**src/rtl/uop_sequencer_pkg.sv**
```systemverilog
// ============================================================================
// Module      : uop_sequencer_pkg
// Description : Shared CPU constants for the micro-op sequencer and microcode ROM.
// Revision    : 1.0 - initial release
// ============================================================================
`default_nettype none

package uop_sequencer_pkg;

    localparam int UOP_W = 3;
    localparam int CNT_W = 16;

    // The all-ones code is reserved: the ROM treats it as "no instruction".
    localparam logic [UOP_W-1:0] IDLE_UOP  = '1;
    localparam logic [UOP_W-1:0] UOP_FETCH = '0;

    typedef enum logic [1:0] {
        SEQ_HALTED = 2'd0,
        SEQ_RUN    = 2'd1,
        SEQ_STEP   = 2'd2
    } seq_state_t;

endpackage : uop_sequencer_pkg

`default_nettype wire

```
**src/rtl/uop_sequencer_if.sv**
```systemverilog
// ============================================================================
// Module      : uop_sequencer_if
// Description : Host/ROM-facing signal bundle of the sequencer; INSTR_CNT only
//               exists when SEQ_INSTR_CNT_EN is defined.
// Revision    : 1.0 - initial release
// ============================================================================
`default_nettype none

interface uop_sequencer_if;
    import uop_sequencer_pkg::*;

    logic             RUN;
    logic             STEP;
    logic             HALT_REQ;
    logic             RESET_uOP;
    logic             READ_FLAGS;
    logic             ALU_ZERO;
    logic             ALU_COUT;
    logic [UOP_W-1:0] uOP;
    logic             ZERO_FLAG;
    logic             COUT_FLAG;
    logic             HALTED;
    logic             INSTR_DONE;
    logic             ILLEGAL;
`ifdef SEQ_INSTR_CNT_EN
    logic [CNT_W-1:0] INSTR_CNT;

    modport master (
        input  RUN, STEP, HALT_REQ, RESET_uOP, READ_FLAGS, ALU_ZERO, ALU_COUT,
        output uOP, ZERO_FLAG, COUT_FLAG, HALTED, INSTR_DONE, ILLEGAL, INSTR_CNT
    );
    modport slave (
        output RUN, STEP, HALT_REQ, RESET_uOP, READ_FLAGS, ALU_ZERO, ALU_COUT,
        input  uOP, ZERO_FLAG, COUT_FLAG, HALTED, INSTR_DONE, ILLEGAL, INSTR_CNT
    );
`else
    modport master (
        input  RUN, STEP, HALT_REQ, RESET_uOP, READ_FLAGS, ALU_ZERO, ALU_COUT,
        output uOP, ZERO_FLAG, COUT_FLAG, HALTED, INSTR_DONE, ILLEGAL
    );
    modport slave (
        output RUN, STEP, HALT_REQ, RESET_uOP, READ_FLAGS, ALU_ZERO, ALU_COUT,
        input  uOP, ZERO_FLAG, COUT_FLAG, HALTED, INSTR_DONE, ILLEGAL
    );
`endif

endinterface : uop_sequencer_if

`default_nettype wire

```
**src/rtl/uop_sequencer.sv**
```systemverilog
// ============================================================================
// Module      : uop_sequencer
// Description : Micro-step counter, flag register and run/halt/step control
//               with runaway watchdog. Define SEQ_INSTR_CNT_EN for INSTR_CNT.
// Revision    : 1.0 - initial release
// ============================================================================
`default_nettype none

module uop_sequencer
    import uop_sequencer_pkg::*;
(
    input  wire logic       CLK,
    input  wire logic       RST,
    uop_sequencer_if.master seq_if
);

    localparam logic [UOP_W-1:0] c_wdog_uop = IDLE_UOP - 1'b1;

    seq_state_t       r_state;
    logic [UOP_W-1:0] r_uop;
    logic             r_zero;
    logic             r_cout;
    logic             r_halted;
    logic             r_done;
    logic             r_illegal;
    logic             w_wdog;
    logic             w_stop;

    // A step that would reach the idle code is a runaway instruction.
    assign w_wdog = (r_uop == c_wdog_uop) && !seq_if.RESET_uOP;
    assign w_stop = (r_state == SEQ_STEP) || seq_if.HALT_REQ || !seq_if.RUN;

    always_ff @(posedge CLK) begin
        if (RST) begin
            r_state   <= SEQ_HALTED;
            r_uop     <= IDLE_UOP;
            r_zero    <= 1'b0;
            r_cout    <= 1'b0;
            r_halted  <= 1'b1;
            r_done    <= 1'b0;
            r_illegal <= 1'b0;
        end else begin
            r_done <= 1'b0;
            case (r_state)
                SEQ_HALTED: begin
                    if (!seq_if.HALT_REQ && seq_if.RUN) begin
                        r_state  <= SEQ_RUN;
                        r_uop    <= UOP_FETCH;
                        r_halted <= 1'b0;
                    end else if (!seq_if.HALT_REQ && seq_if.STEP) begin
                        r_state  <= SEQ_STEP;
                        r_uop    <= UOP_FETCH;
                        r_halted <= 1'b0;
                    end
                end
                SEQ_RUN, SEQ_STEP: begin
                    if (seq_if.READ_FLAGS) begin
                        r_zero <= seq_if.ALU_ZERO;
                        r_cout <= seq_if.ALU_COUT;
                    end
                    if (seq_if.RESET_uOP || w_wdog) begin
                        // An abort obeys the same halt rules as a retirement.
                        r_done <= seq_if.RESET_uOP;
                        if (w_wdog) begin
                            r_illegal <= 1'b1;
                        end
                        if (w_stop) begin
                            r_state  <= SEQ_HALTED;
                            r_uop    <= IDLE_UOP;
                            r_halted <= 1'b1;
                        end else begin
                            r_state <= SEQ_RUN;
                            r_uop   <= UOP_FETCH;
                        end
                    end else begin
                        r_uop <= r_uop + 1'b1;
                    end
                end
                default: begin
                    r_state  <= SEQ_HALTED;
                    r_uop    <= IDLE_UOP;
                    r_halted <= 1'b1;
                end
            endcase
        end
    end

`ifdef SEQ_INSTR_CNT_EN
    logic [CNT_W-1:0] r_cnt;

    always_ff @(posedge CLK) begin
        if (RST) begin
            r_cnt <= '0;
        end else if ((r_state != SEQ_HALTED) && seq_if.RESET_uOP) begin
            r_cnt <= r_cnt + 1'b1;
        end
    end

    assign seq_if.INSTR_CNT = r_cnt;
`endif

    assign seq_if.uOP        = r_uop;
    assign seq_if.ZERO_FLAG  = r_zero;
    assign seq_if.COUT_FLAG  = r_cout;
    assign seq_if.HALTED     = r_halted;
    assign seq_if.INSTR_DONE = r_done;
    assign seq_if.ILLEGAL    = r_illegal;

endmodule : uop_sequencer

`default_nettype wire

```
**src/flat_wrapper.sv**
```systemverilog
// flat-port wrapper written by rule: the top's interface ports become plain ports
module uop_sequencer_flat import uop_sequencer_pkg::*;
  (CLK, RST, seq_if_RUN, seq_if_STEP, seq_if_HALT_REQ, seq_if_RESET_uOP, seq_if_READ_FLAGS, seq_if_ALU_ZERO, seq_if_ALU_COUT, seq_if_uOP, seq_if_ZERO_FLAG, seq_if_COUT_FLAG, seq_if_HALTED, seq_if_INSTR_DONE, seq_if_ILLEGAL);
  uop_sequencer_if seq_if_i ();
  input  wire logic CLK;
  input  wire logic RST;
  input wire logic [$bits(seq_if_i.RUN)-1:0] seq_if_RUN;
  input wire logic [$bits(seq_if_i.STEP)-1:0] seq_if_STEP;
  input wire logic [$bits(seq_if_i.HALT_REQ)-1:0] seq_if_HALT_REQ;
  input wire logic [$bits(seq_if_i.RESET_uOP)-1:0] seq_if_RESET_uOP;
  input wire logic [$bits(seq_if_i.READ_FLAGS)-1:0] seq_if_READ_FLAGS;
  input wire logic [$bits(seq_if_i.ALU_ZERO)-1:0] seq_if_ALU_ZERO;
  input wire logic [$bits(seq_if_i.ALU_COUT)-1:0] seq_if_ALU_COUT;
  output wire logic [$bits(seq_if_i.uOP)-1:0] seq_if_uOP;
  output wire logic [$bits(seq_if_i.ZERO_FLAG)-1:0] seq_if_ZERO_FLAG;
  output wire logic [$bits(seq_if_i.COUT_FLAG)-1:0] seq_if_COUT_FLAG;
  output wire logic [$bits(seq_if_i.HALTED)-1:0] seq_if_HALTED;
  output wire logic [$bits(seq_if_i.INSTR_DONE)-1:0] seq_if_INSTR_DONE;
  output wire logic [$bits(seq_if_i.ILLEGAL)-1:0] seq_if_ILLEGAL;
  assign seq_if_i.RUN = seq_if_RUN;
  assign seq_if_i.STEP = seq_if_STEP;
  assign seq_if_i.HALT_REQ = seq_if_HALT_REQ;
  assign seq_if_i.RESET_uOP = seq_if_RESET_uOP;
  assign seq_if_i.READ_FLAGS = seq_if_READ_FLAGS;
  assign seq_if_i.ALU_ZERO = seq_if_ALU_ZERO;
  assign seq_if_i.ALU_COUT = seq_if_ALU_COUT;
  assign seq_if_uOP = seq_if_i.uOP;
  assign seq_if_ZERO_FLAG = seq_if_i.ZERO_FLAG;
  assign seq_if_COUT_FLAG = seq_if_i.COUT_FLAG;
  assign seq_if_HALTED = seq_if_i.HALTED;
  assign seq_if_INSTR_DONE = seq_if_i.INSTR_DONE;
  assign seq_if_ILLEGAL = seq_if_i.ILLEGAL;
  uop_sequencer u_core (.CLK(CLK), .RST(RST), .seq_if(seq_if_i));
endmodule
```
**config.mk**
```make
export PLATFORM = sky130hd
export DESIGN_NAME = uop_sequencer_flat
export DESIGN_NICKNAME = d
export VERILOG_FILES = /design/src/rtl/uop_sequencer_pkg.sv /design/src/rtl/uop_sequencer_if.sv /design/src/rtl/uop_sequencer.sv /design/src/flat_wrapper.sv
export SDC_FILE = /design/constraint.sdc
export NUM_CORES = 1
export LEC_CHECK = 0
export CAP_MARGIN = 10
export CELL_PAD_IN_SITES_DETAIL_PLACEMENT = 0
export CELL_PAD_IN_SITES_GLOBAL_PLACEMENT = 1
export CORE_MARGIN = 2
export CORE_UTILIZATION = 29
export DETAILED_ROUTE_END_ITERATION = 7
export PLACE_DENSITY = 0.83
export SLEW_MARGIN = 15
export SYNTH_ARGS = -nofsm -noshare
export SYNTH_HDL_FRONTEND = slang
export SYNTH_SLANG_ARGS = --single-unit
export TNS_END_PERCENT = 5
```
**constraint.sdc**
```tcl
create_clock -name CLK -period 1.55 [get_ports CLK]
set_input_delay 0.155 -clock CLK [delete_from_list [all_inputs] [get_ports CLK]]
set_output_delay 0.155 -clock CLK [all_outputs]
set_load 0.1 [all_outputs]
```
==> results of run 1 <==
[layout by cell type (no fill, tap or decap), types with 2 or more instances in the layout]
cell type        count
a21o_1               2
a21oi_1              5
a31oi_1              2
buf_12               8
buf_4                5
clkbuf_4             3
clkdlybuf4s50_1      8
dfxtp_1              5
dfxtp_2              3
dfxtp_4              2
ha_1                 3
ha_4                 2
inv_1                2
inv_2                2
nand2_1              5
nand3_1              3
nor2_1               4
nor2b_1              3
o21ai_1              3
[final timing paths]
kind / start / to / slack (ns) / cells past startpoint
worst max-delay path: u_core.r_state[0]$_SDFFE_PP0P_ / u_core.seq_if.uOP[0]$_SDFFE_PP1P_ / 0.05 / 6
worst min-delay path: seq_if_ALU_COUT / u_core.seq_if.COUT_FLAG$_SDFFE_PP0P_ / 0.44 / 3
worst max register to register: u_core.r_state[0]$_SDFFE_PP0P_ / u_core.seq_if.uOP[0]$_SDFFE_PP1P_ / 0.05 / 6
worst min register to register: u_core.seq_if.ZERO_FLAG$_SDFFE_PP0P_ / u_core.seq_if.ZERO_FLAG$_SDFFE_PP0P_ / 0.49 / 2
[cell families (layout without fill, tap and decap cells)]
kind of cell | Yosys count | in the layout
flip-flops | 10 | 10
buffers and inverters | 7 | 30
AO/OA/AOI/OAI | 20 | 20
adder cells (fa/ha/maj) | 5 | 5
AND/OR/NAND/NOR | 22 | 22
[routing by layer]
metal	share of wire [%]	wire, um	global-route usage [%]
met5	0	0	0
met3	2.9	37	5.66
met2	52	659	21.6
met4	0.80	10	4.86
met1	44	547	16.1
[repair_timing]
item                                    in CTS  in global routing
endpoints found under the setup margin       1                  1
resized for setup                            4                  3
setup buffers                                1                  0
pin swaps                                    3                  4
[critical path, delay by kind of cell (launching register included)]
kind	cells	cell delay, ns
AOI/OAI and AO/OA	3	0.59
DFF	1	0.35
adders and majority gates	1	0.25
and+or+nand+nor	1	0.20
buffers and inverters	1	0.05
[sequential cells by signal, summed over array words and instances, names as in the netlist]
| register | count |
|---|---|
| u_core.seq_if.uOP | 3 |
| u_core.seq_if.COUT_FLAG | 1 |
| u_core.seq_if.ILLEGAL | 1 |
| u_core.seq_if.INSTR_DONE | 1 |
| u_core.seq_if.ZERO_FLAG | 1 |
| u_core.r_state | 2 |
| u_core.seq_if.HALTED | 1 |
[area by class of cell]
type	instances	area, um^2
flip-flops and latches	10	211
fillers	173	836
multi-input cells	47	350
repair buffers	21	278
well taps	25	31.3
clock buffers	4	36.3
inverters	5	21.3
[power groups by stage]
stage	registers, W	logic (W)	clock network (W)
finish	0.000367	0.000771	0.000240
CTS	0.000366	0.000772	0.000251
global placement	0.000368	0.000752	0
global route	0.000372	0.000825	0.000261
detailed placement	0.000370	0.000756	0
floorplan	0.000604	0.000251	0
[metrics by stage]
| step | utilization (%) | setup WS, ns | hold WS [ns] | cell area, um^2 | total power (W) |
|---|---|---|---|---|---|
| after floorplan | - | 0.0192 | 0.303 | 574 | 0.000855 |
| after global placement | 49.1 | 0.00231 | 0.486 | 867 | 0.00112 |
| after detailed placement | 49.1 | -0.0224 | 0.492 | 867 | 0.00113 |
| after CTS | 51.8 | 0.00202 | 0.435 | 915 | 0.00139 |
| after global routing | 52.6 | -0.00956 | 0.458 | 928 | 0.00146 |
| final | 52.6 | 0.0462 | 0.439 | 928 | 0.00138 |
==> flow_metrics.py, run 1 <==
metrics = {
    "hold_path": {
        "min_path_type": "in2reg",
    },
    "yosys": {
        "synthesis.instances": 64,
        "post_synth_num_cell_types": 28,
        "yosysTopAreaCell": "dfxtp_1",
        "parity_gate_share_of_the_synthesized_area_counting_xor_and_xnor_cells_pct": 0,
        "post_synth_mux_area_share_pct": 0,
        "synth_top_cells_by_area": "dfxtp_1, ha_1, a21oi_1, inv_1, nand2_1",
        "fraction_of_synthesized_cell_area_taken_by_the_top_area_cell_type_pct": 36.2,
        "yosys.cell_count.top_type": "dfxtp_1",
        "yosysWarnings": 0,
        "yosysSeqAreaShare_pct": 36.2,
        "synth_simple_gate_area_share_pct": 22.9,
        "synth_top_family_by_area": "compound AO/OA/AOI/OAI gates",
        "syn-num-nets": 78,
        "synth.cell_area_um2": 553,
        "synth-async-reset-ratio_pct": 0,
        "synthAdderAreaFrac_pct": 11.3,
        "synth.avg_cell_area_um2": 8.64,
        "synth_enable_flop_cells": 0,
        "ys_dominant_reg_cell": "dfxtp_1",
        "synth_top_cells_by_count": "dfxtp_1, a21oi_1, ha_1, inv_1, nand2_1",
        "synth_seq_cells": 10,
        "synth-compound-area-share_pct": 24.7,
    },
    "cts": {
        "clock_transition_at_the_registers_of_the_reported_paths_ns": 0.07,
        "clk_latency_ns": 0.27,
        "tritoncts_num_sinks": 10,
        "htree_num_levels": 1,
        "cts_inserted_buffers": 3,
        "max-clock-path-buffers": 2,
        "cts_tree": "yes",
        "cts_root_buffer": "clkbuf_4",
        "cts.hold.buffers_added": 0,
    },
    "sta": {
        "max_slew_margin_pct": 81.3,
        "fmaxAchievable_mhz": 665,
        "grt_setup_unrepaired": "yes",
        "setup-tns-final_ns": 0,
        "setup_viol": 0,
        "hold_violations": 0,
        "fin_skew_ns": 0.00280,
        "maxSlewViolCount": 0,
        "timing.final.crit_share_pct": 97.0,
        "worstMarginPinSlew_ns": 0.280,
        "timing.final.crit_period_ns": 1.50,
    },
    "floorplan": {
        "dieArea_um2": 2270,
        "start_util_pct": 31.3,
        "core_area_um2": 1760,
        "floorplan.rows": 15,
        "die_y_um": 47.7,
        "io_pins": 17,
        "die_x_um": 47.7,
    },
    "pwr": {
        "ir_drop_worst_case_vdd_v": 0.000714,
        "power.clock.fraction_pct": 17.4,
        "power.static_leakage_nw": 0.386,
        "power.share.switching_pct": 43.3,
        "power.density_cell_area_nw_per_um2": 1480,
        "netSwitchingPower_w": 0.000596,
        "cell_internal_pwr_w": 0.000781,
        "seqPwrFrac_pct": 26.7,
        "comb_power_share_pct": 56.0,
    },
    "run_status": {
        "run_status": "completed",
    },
    "routing": {
        "drtIter0Drc": 0,
        "post-route-drc-count": 0,
        "antenna_violating_nets_post_route": 0,
        "routedWlPerCell_um": 11.2,
        "drtPass1Iterations": 1,
        "detail_route.vias_per_cell": 4.75,
        "routed_wirelength_um": 1260,
        "route.vias.total": 532,
    },
    "global_routing": {
        "number_of_antenna_violations_at_the_first_check_in_global_routing": 0,
        "globalRouteTotalUtil_pct": 13.5,
        "grt_overflow_total": 0,
        "grt_max_degree": 10,
        "grt_first_pass_wirelength_um": 2100,
        "vias_in_the_first_global_route": 485,
    },
    "finish": {
        "antenna_cells_inserted": 0,
        "syn2layout_area_growth_pct": 67.9,
        "post_route_cells_drive_above_1_share_pct": 34.5,
        "finalNonFillerCells": 112,
        "nets": 102,
    },
    "place": {
        "sum_of_net_half_perimeters_after_detailed_placement_um": 1000,
        "dp_cells": 107,
        "gp_routability_congestion": 0.773,
        "io_buffers": 16,
    },
    "critical_path": {
        "critical_path_peak_fanout": 4,
        "startpoint_type": "flop",
        "critical_path_arrival_ns": 1.71,
        "largest_incremental_delay_on_the_critical_path_ns": 0.35,
        "setup.worst_path.class": "reg2reg",
        "critical_path.endpoint_type": "flop",
        "cp_data_required_time_ns": 1.76,
        "critPathSlowestCell": "dfxtp_2",
        "crit_chain": "inv_4, ha_4, and2b_1, a211o_1, a21oi_1, a311o_1",
    },
    "run": {
        "cap_viol_max_count": 0,
    },
}
Power figures use the tool's default switching activity.
==> inputs of run 2 (changes only) <==
--- a/config.mk
+++ b/config.mk
@@ -11,7 +11,7 @@
 export CORE_MARGIN = 2
 export CORE_UTILIZATION = 29
 export DETAILED_ROUTE_END_ITERATION = 7
-export PLACE_DENSITY = 0.83
+export PLACE_DENSITY = 0.69
 export SLEW_MARGIN = 15
 export SYNTH_ARGS = -nofsm -noshare
 export SYNTH_HDL_FRONTEND = slang
==> run 2 against run 1 <==
  * Critical path depth unchanged
  * Clock-buffer cell count down 1
  * Sequential cell count unchanged
  * Die area unchanged
  * Largest power group unchanged
==> flow_metrics.py, run 2 (same netlist as run 1, synthesis figures left out) <==
metrics = {
    "run_status": {
        "run_status": "completed",
    },
    "critical_path": {
        "cp_data_required_time_ns": 1.71,
        "crit_chain": "buf_4, ha_2, and4bb_1, a211o_1, a21oi_1, a311o_1",
        "largest_incremental_delay_on_the_critical_path_ns": 0.32,
        "r2r-start": "u_core.r_state[1]$_SDFFE_PP0P_",
        "reg2reg_depth": 6,
        "critical_path_peak_fanout": 3,
        "setup.worst_path.class": "reg2reg",
        "crit_path_end": "u_core.seq_if.uOP[0]$_SDFFE_PP1P_",
        "timing.critical_path.depth": 6,
        "startpoint_type": "flop",
        "critPathSlowestCell": "dfxtp_2",
        "critical_path_arrival_ns": 1.64,
        "reg2reg_slack_ns": 0.06,
        "cp_num_buf_inv": 1,
        "capture_point_of_the_worst_reg_to_reg_path": "u_core.seq_if.uOP[0]$_SDFFE_PP1P_",
        "critPathTopFamily": "compound AO/OA/AOI/OAI gates",
        "critical_path.startpoint": "u_core.r_state[1]$_SDFFE_PP0P_",
        "critical_path.endpoint_type": "flop",
    },
    "floorplan": {
        "io_pins": 17,
        "start_util_pct": 31.3,
        "floorplan.rows": 15,
        "die_y_um": 47.7,
        "die_x_um": 47.7,
        "core_area_um2": 1760,
        "dieArea_um2": 2270,
    },
    "place": {
        "gp_routability_congestion": 0.745,
        "detailed_place.area_um2": 875,
        "sum_of_net_half_perimeters_after_detailed_placement_um": 1010,
        "io_buffers": 16,
        "dp_cells": 108,
        "pre_cts_slack_ns": -0.0110,
    },
    "routing": {
        "post-route-drc-count": 0,
        "drtIter0Drc": 4,
        "antenna_violating_nets_post_route": 0,
        "drtPass1Iterations": 4,
        "routed_wirelength_um": 1280,
        "routedWlPerCell_um": 11.5,
        "detail_route.vias_per_cell": 4.74,
        "route.vias.total": 531,
    },
    "global_routing": {
        "globalRouteTotalUtil_pct": 13.1,
        "vias_in_the_first_global_route": 448,
        "grt_first_pass_wirelength_um": 2010,
        "number_of_antenna_violations_at_the_first_check_in_global_routing": 0,
        "grt_overflow_total": 0,
        "grt_max_degree": 10,
    },
    "cts": {
        "htree_num_levels": 1,
        "tritoncts_num_sinks": 10,
        "cts_root_buffer": "clkbuf_4",
        "cts_tree": "yes",
        "clk_latency_ns": 0.26,
        "postCtsSetupBuffers": 0,
        "max-clock-path-buffers": 2,
        "clock_transition_at_the_registers_of_the_reported_paths_ns": 0.07,
        "cts_inserted_buffers": 3,
    },
    "finish": {
        "antenna_cells_inserted": 0,
        "fillers": 192,
        "most-common-layout-cells": "clkdlybuf4s50_1, buf_12",
        "post_route_cells_drive_above_1_share_pct": 33.3,
        "finalNonFillerCells": 112,
        "nets": 102,
        "fin_area_um2": 906,
        "footprint_of_the_multi_input_gates_um2": 340,
        "number_of_flip_flops_in_the_largest_register": 3,
        "syn2layout_area_growth_pct": 63.8,
        "seqCellArea_um2": 211,
    },
    "sta": {
        "setup_viol": 0,
        "grt_setup_unrepaired": "no",
        "worstMarginPinSlew_ns": 0.342,
        "timing.final.crit_period_ns": 1.49,
        "layout_setup_ws_ns": 0.0636,
        "hold_violations": 0,
        "fmaxAchievable_mhz": 673,
        "timing.final.crit_share_pct": 95.9,
        "fin_skew_ns": 0.000505,
        "maxSlewViolCount": 0,
        "worst_hold_slack_ns": 0.459,
        "max_slew_margin_pct": 77.1,
    },
    "run": {
        "cap_viol_max_count": 0,
    },
    "pwr": {
        "power.density_cell_area_nw_per_um2": 1440,
        "power.static_leakage_nw": 0.377,
        "ir_drop_worst_case_vdd_v": 0.000669,
    },
    "hold_path": {
        "hold_path_startpoint": "seq_if_ALU_COUT",
        "min_path_type": "in2reg",
    },
}
==> run 2: cell count changes in the layout (fill, tap and decap cells not counted), sizes merged <==
cell | before | now
clkbuf | 4 | 3
clkinv | 0 | 1
==> run 2: worst min path at each step <==
| stage | end | slack (ns) | depth (start not counted) |
|---|---|---|---|
| 2_1_floorplan | u_core.seq_if.COUT_FLAG$_SDFFE_PP0P_ | 0.30 | 2 |
| 3_3_place_gp | u_core.seq_if.COUT_FLAG$_SDFFE_PP0P_ | 0.48 | 2 |
| 3_5_place_dp | u_core.seq_if.COUT_FLAG$_SDFFE_PP0P_ | 0.49 | 2 |
| 4_1_cts | u_core.seq_if.COUT_FLAG$_SDFFE_PP0P_ | 0.46 | 3 |
| 5_1_grt | u_core.seq_if.COUT_FLAG$_SDFFE_PP0P_ | 0.46 | 3 |
| 6_report | u_core.seq_if.COUT_FLAG$_SDFFE_PP0P_ | 0.46 | 3 |
==> run 2: metal layers <==
metal / vias up / routed length (um) / part of all wire, % / track usage, %
met1: 240 / 637 / 50 / 17.5
met4: 0 / 0 / 0 / 3.24
met5: - / 0 / 0 / 0
met3: 0 / 63 / 4.9 / 5.66
li1: 278 / - / - / -
met2: 13 / 582 / 45 / 19.5
==> run 2: area by class of cell <==
| cell class | instances | area share [%] |
|---|---|---|
| clock buffers | 3 | 2.49 |
| multi-input cells | 47 | 37.6 |
| flip-flops and latches | 10 | 23.3 |
| repair buffers | 21 | 30.7 |
| inverters | 5 | 2.07 |
| clock inverters | 1 | 0.414 |
| well taps | 25 | 3.45 |
==> run 2: stage by stage <==
step	total power, W	TNS, ns	util (%)
finish	0.00131	0	51.3
global route	0.00138	0	51.3
CTS	0.00132	0	51.1
detailed placement	0.00112	-0.0110	49.6
global placement	0.00112	0	49.6
floorplan	0.000855	0	-
==> run 2: what timing repair did <==
| item | in CTS | in global routing |
|---|---|---|
| hold buffers | 0 | 0 |
| pin swaps | 1 | 4 |
| setup endpoints to repair | 1 | 1 |
| gates resized for setup | 1 | 4 |
==> run 2: worst min-delay path, stage by stage <==
cell,delay (ns)
clkdlybuf4s50_1,0.40
nand3_1,0.07
a21oi_1,0.05
==> run 2: power breakdown <==
group	internal (W)	total, W	switching (W)
Clock	0.0000930	0.000189	0.0000957
Sequential	0.000311	0.000365	0.0000533
Combinational	0.000317	0.000754	0.000437
Total	0.000721	0.00131	0.000586
==> inputs of run 3 (changes only) <==
--- a/config.mk
+++ b/config.mk
@@ -11,7 +11,8 @@
 export CORE_MARGIN = 2
 export CORE_UTILIZATION = 29
 export DETAILED_ROUTE_END_ITERATION = 7
-export PLACE_DENSITY = 0.69
+export MAX_ROUTING_LAYER = met4
+export PLACE_DENSITY_LB_ADDON = 0.1
 export SLEW_MARGIN = 15
 export SYNTH_ARGS = -nofsm -noshare
 export SYNTH_HDL_FRONTEND = slang
==> run 3 against run 2 <==
  * Design area grew 0.83%
  * Critical path depth shrank 1
  * Setup slack lost 0.018 ns
  * Sequential cell count is the same
  * Wire length shrank 0.86%
  * Clock power grew 4%
  * Total power grew 0.85%
  * Global-route usage grew 0.56 points
  * Via count shrank 0.94%
  * Register-to-register slack lost 0.02 ns
  * Sequential power is essentially flat
  * Largest cell class unchanged
==> flow_metrics.py, run 3 (same netlist as run 1, synthesis figures left out) <==
metrics = {
    "floorplan": {
        "die_y_um": 47.7,
        "start_util_pct": 31.3,
        "core_area_um2": 1760,
        "floorplan.rows": 15,
        "io_pins": 17,
        "die_x_um": 47.7,
        "dieArea_um2": 2270,
    },
    "sta": {
        "setup_viol": 0,
        "max_slew_margin_pct": 85.9,
        "timing.final.crit_share_pct": 97.1,
        "timing.final.crit_period_ns": 1.50,
        "fmaxAchievable_mhz": 665,
        "fin_skew_ns": 0.00107,
        "worstMarginPinSlew_ns": 0.211,
        "hold_violations": 0,
        "maxSlewViolCount": 0,
        "grt_setup_unrepaired": "no",
        "worst_hold_slack_ns": 0.450,
    },
    "critical_path": {
        "critPathSlowestCell": "a311o_1",
        "critical_path_peak_fanout": 3,
        "startpoint_type": "flop",
        "cp_data_required_time_ns": 1.71,
        "setup.worst_path.class": "reg2reg",
        "critPathTopFamily": "compound AO/OA/AOI/OAI gates",
        "critical_path_arrival_ns": 1.66,
        "r2r-start": "u_core.r_state[1]$_SDFFE_PP0P_",
        "largest_incremental_delay_on_the_critical_path_ns": 0.35,
        "critical_path.startpoint": "u_core.r_state[1]$_SDFFE_PP0P_",
        "cp_num_buf_inv": 1,
        "critical_path.endpoint_type": "flop",
        "crit_chain": "buf_4, ha_2, and4bb_1, o2bb2ai_1, a311o_1",
    },
    "pwr": {
        "cell_internal_pwr_w": 0.000723,
        "seqPwrFrac_pct": 27.6,
        "comb_power_share_pct": 57.4,
        "power.static_leakage_nw": 0.382,
        "power.density_cell_area_nw_per_um2": 1440,
        "design_power_total_w": 0.00132,
        "power.clock.fraction_pct": 14.9,
        "power.share.switching_pct": 45.2,
        "ir_drop_worst_case_vdd_v": 0.000935,
        "netSwitchingPower_w": 0.000595,
    },
    "global_routing": {
        "globalRouteTotalUtil_pct": 13.6,
        "busiest_layer": "met1",
        "number_of_antenna_violations_at_the_first_check_in_global_routing": 0,
        "grt_max_degree": 10,
        "grt_overflow_total": 0,
        "grtUsageMet1_pct": 19.2,
        "grt_util_met3_pct": 2.26,
        "grt_util_met2_pct": 18.6,
        "vias_in_the_first_global_route": 445,
        "grt_first_pass_wirelength_um": 2070,
    },
    "run_status": {
        "run_status": "completed",
    },
    "cts": {
        "cts_inserted_buffers": 3,
        "clk_latency_ns": 0.26,
        "htree_num_levels": 1,
        "clock_transition_at_the_registers_of_the_reported_paths_ns": 0.08,
        "tritoncts_num_sinks": 10,
        "cts_root_buffer": "clkbuf_4",
        "max-clock-path-buffers": 2,
        "cts_tree": "yes",
    },
    "finish": {
        "fin_area_um2": 913,
        "seqCellArea_um2": 211,
        "fillers": 173,
        "antenna_cells_inserted": 0,
        "most-common-layout-cells": "clkdlybuf4s50_1, buf_12, buf_4",
        "syn2layout_area_growth_pct": 65.2,
        "post_route_cells_drive_above_1_share_pct": 33.0,
        "nets": 103,
        "number_of_flip_flops_in_the_largest_register": 3,
        "footprint_of_the_multi_input_gates_um2": 340,
    },
    "routing": {
        "drtPass1Iterations": 4,
        "detail_route.vias_per_cell": 4.65,
        "antenna_violating_nets_post_route": 0,
        "route.vias.total": 526,
        "drtIter0Drc": 5,
        "routedWlPerCell_um": 11.3,
        "post-route-drc-count": 0,
        "routed_wirelength_um": 1270,
    },
    "place": {
        "sum_of_net_half_perimeters_after_detailed_placement_um": 992,
        "io_buffers": 16,
        "detailed_place.area_um2": 875,
        "gp_routability_congestion": 0.783,
    },
    "run": {
        "cap_viol_max_count": 0,
    },
    "hold_path": {
        "min_path_type": "in2reg",
        "hold_path_startpoint": "seq_if_ALU_COUT",
    },
}
-- run 3: cell types whose count changed in the layout (fill, tap and decap cells not counted) --
cell	previous run	this run
buf_4	5	6
inv_1	2	3
inv_2	3	2
-- run 3: power by group through the flow --
stage | clock network (W) | registers (W) | logic, W
2_1_floorplan | 0 | 0.000604 | 0.000251
3_5_place_dp | 0 | 0.000369 | 0.000756
4_1_cts | 0.000196 | 0.000364 | 0.000758
5_1_grt | 0.000213 | 0.000373 | 0.000810
6_report | 0.000197 | 0.000364 | 0.000757
3_3_place_gp | 0 | 0.000368 | 0.000758
-- run 3: worst reg2reg max path, delay by kind of cell, from the launching register on --
kind	cells	cell delay [ns]
AOI/OAI and AO/OA	2	0.47
DFF	1	0.32
and+or+nand+nor	1	0.31
adders and majority gates	1	0.17
buffers and inverters	1	0.13
-- run 3: metrics by stage --
stage | TNS, ns | cells | setup slack (ns) | utilization, %
floorplan | 0 | 64 | 0.0192 | -
global placement | -0.00141 | 108 | -0.00141 | 49.6
detailed placement | -0.0215 | 108 | -0.0215 | 49.6
CTS | 0 | 112 | 0.00132 | 51.1
global route | 0 | 113 | 0.00832 | 51.8
finish | 0 | 113 | 0.0456 | 51.8
-- run 3: area by class of cell --
| type | count | share of cell area (%) |
|---|---|---|
| clock buffers | 3 | 2.47 |
| clock inverters | 1 | 0.411 |
| inverters | 5 | 2.05 |
| multi-input cells | 47 | 37.3 |
| flip-flops and latches | 10 | 23.2 |
| well taps | 25 | 3.42 |
| repair buffers | 22 | 31.2 |
-- run 3: timing repair --
| item | 4_1_cts | 5_1_grt |
|---|---|---|
| gates resized for setup | 1 | 3 |
| hold endpoints to repair | 0 | 0 |
| setup buffers | 0 | 1 |
| hold buffers | 0 | 0 |
| endpoints found under the setup margin | 1 | 2 |
| pin swaps | 1 | 3 |
-- run 3: path summary, 6_finish.rpt --
check                           cells past startpoint  slack (ns)                                   end
worst max-delay path                                5        0.05     u_core.seq_if.uOP[0]$_SDFFE_PP1P_
worst min-delay path                                3        0.45  u_core.seq_if.COUT_FLAG$_SDFFE_PP0P_
worst max register to register                      5        0.05     u_core.seq_if.uOP[0]$_SDFFE_PP1P_
worst min register to register                      2        0.49  u_core.seq_if.ZERO_FLAG$_SDFFE_PP0P_
-- run 3: layer usage --
metal  share of wire, %  routed length (um)
met5                  0                   0
met4                1.0                  13
met3                6.3                  80
met2                 40                 504
met1                 53                 674
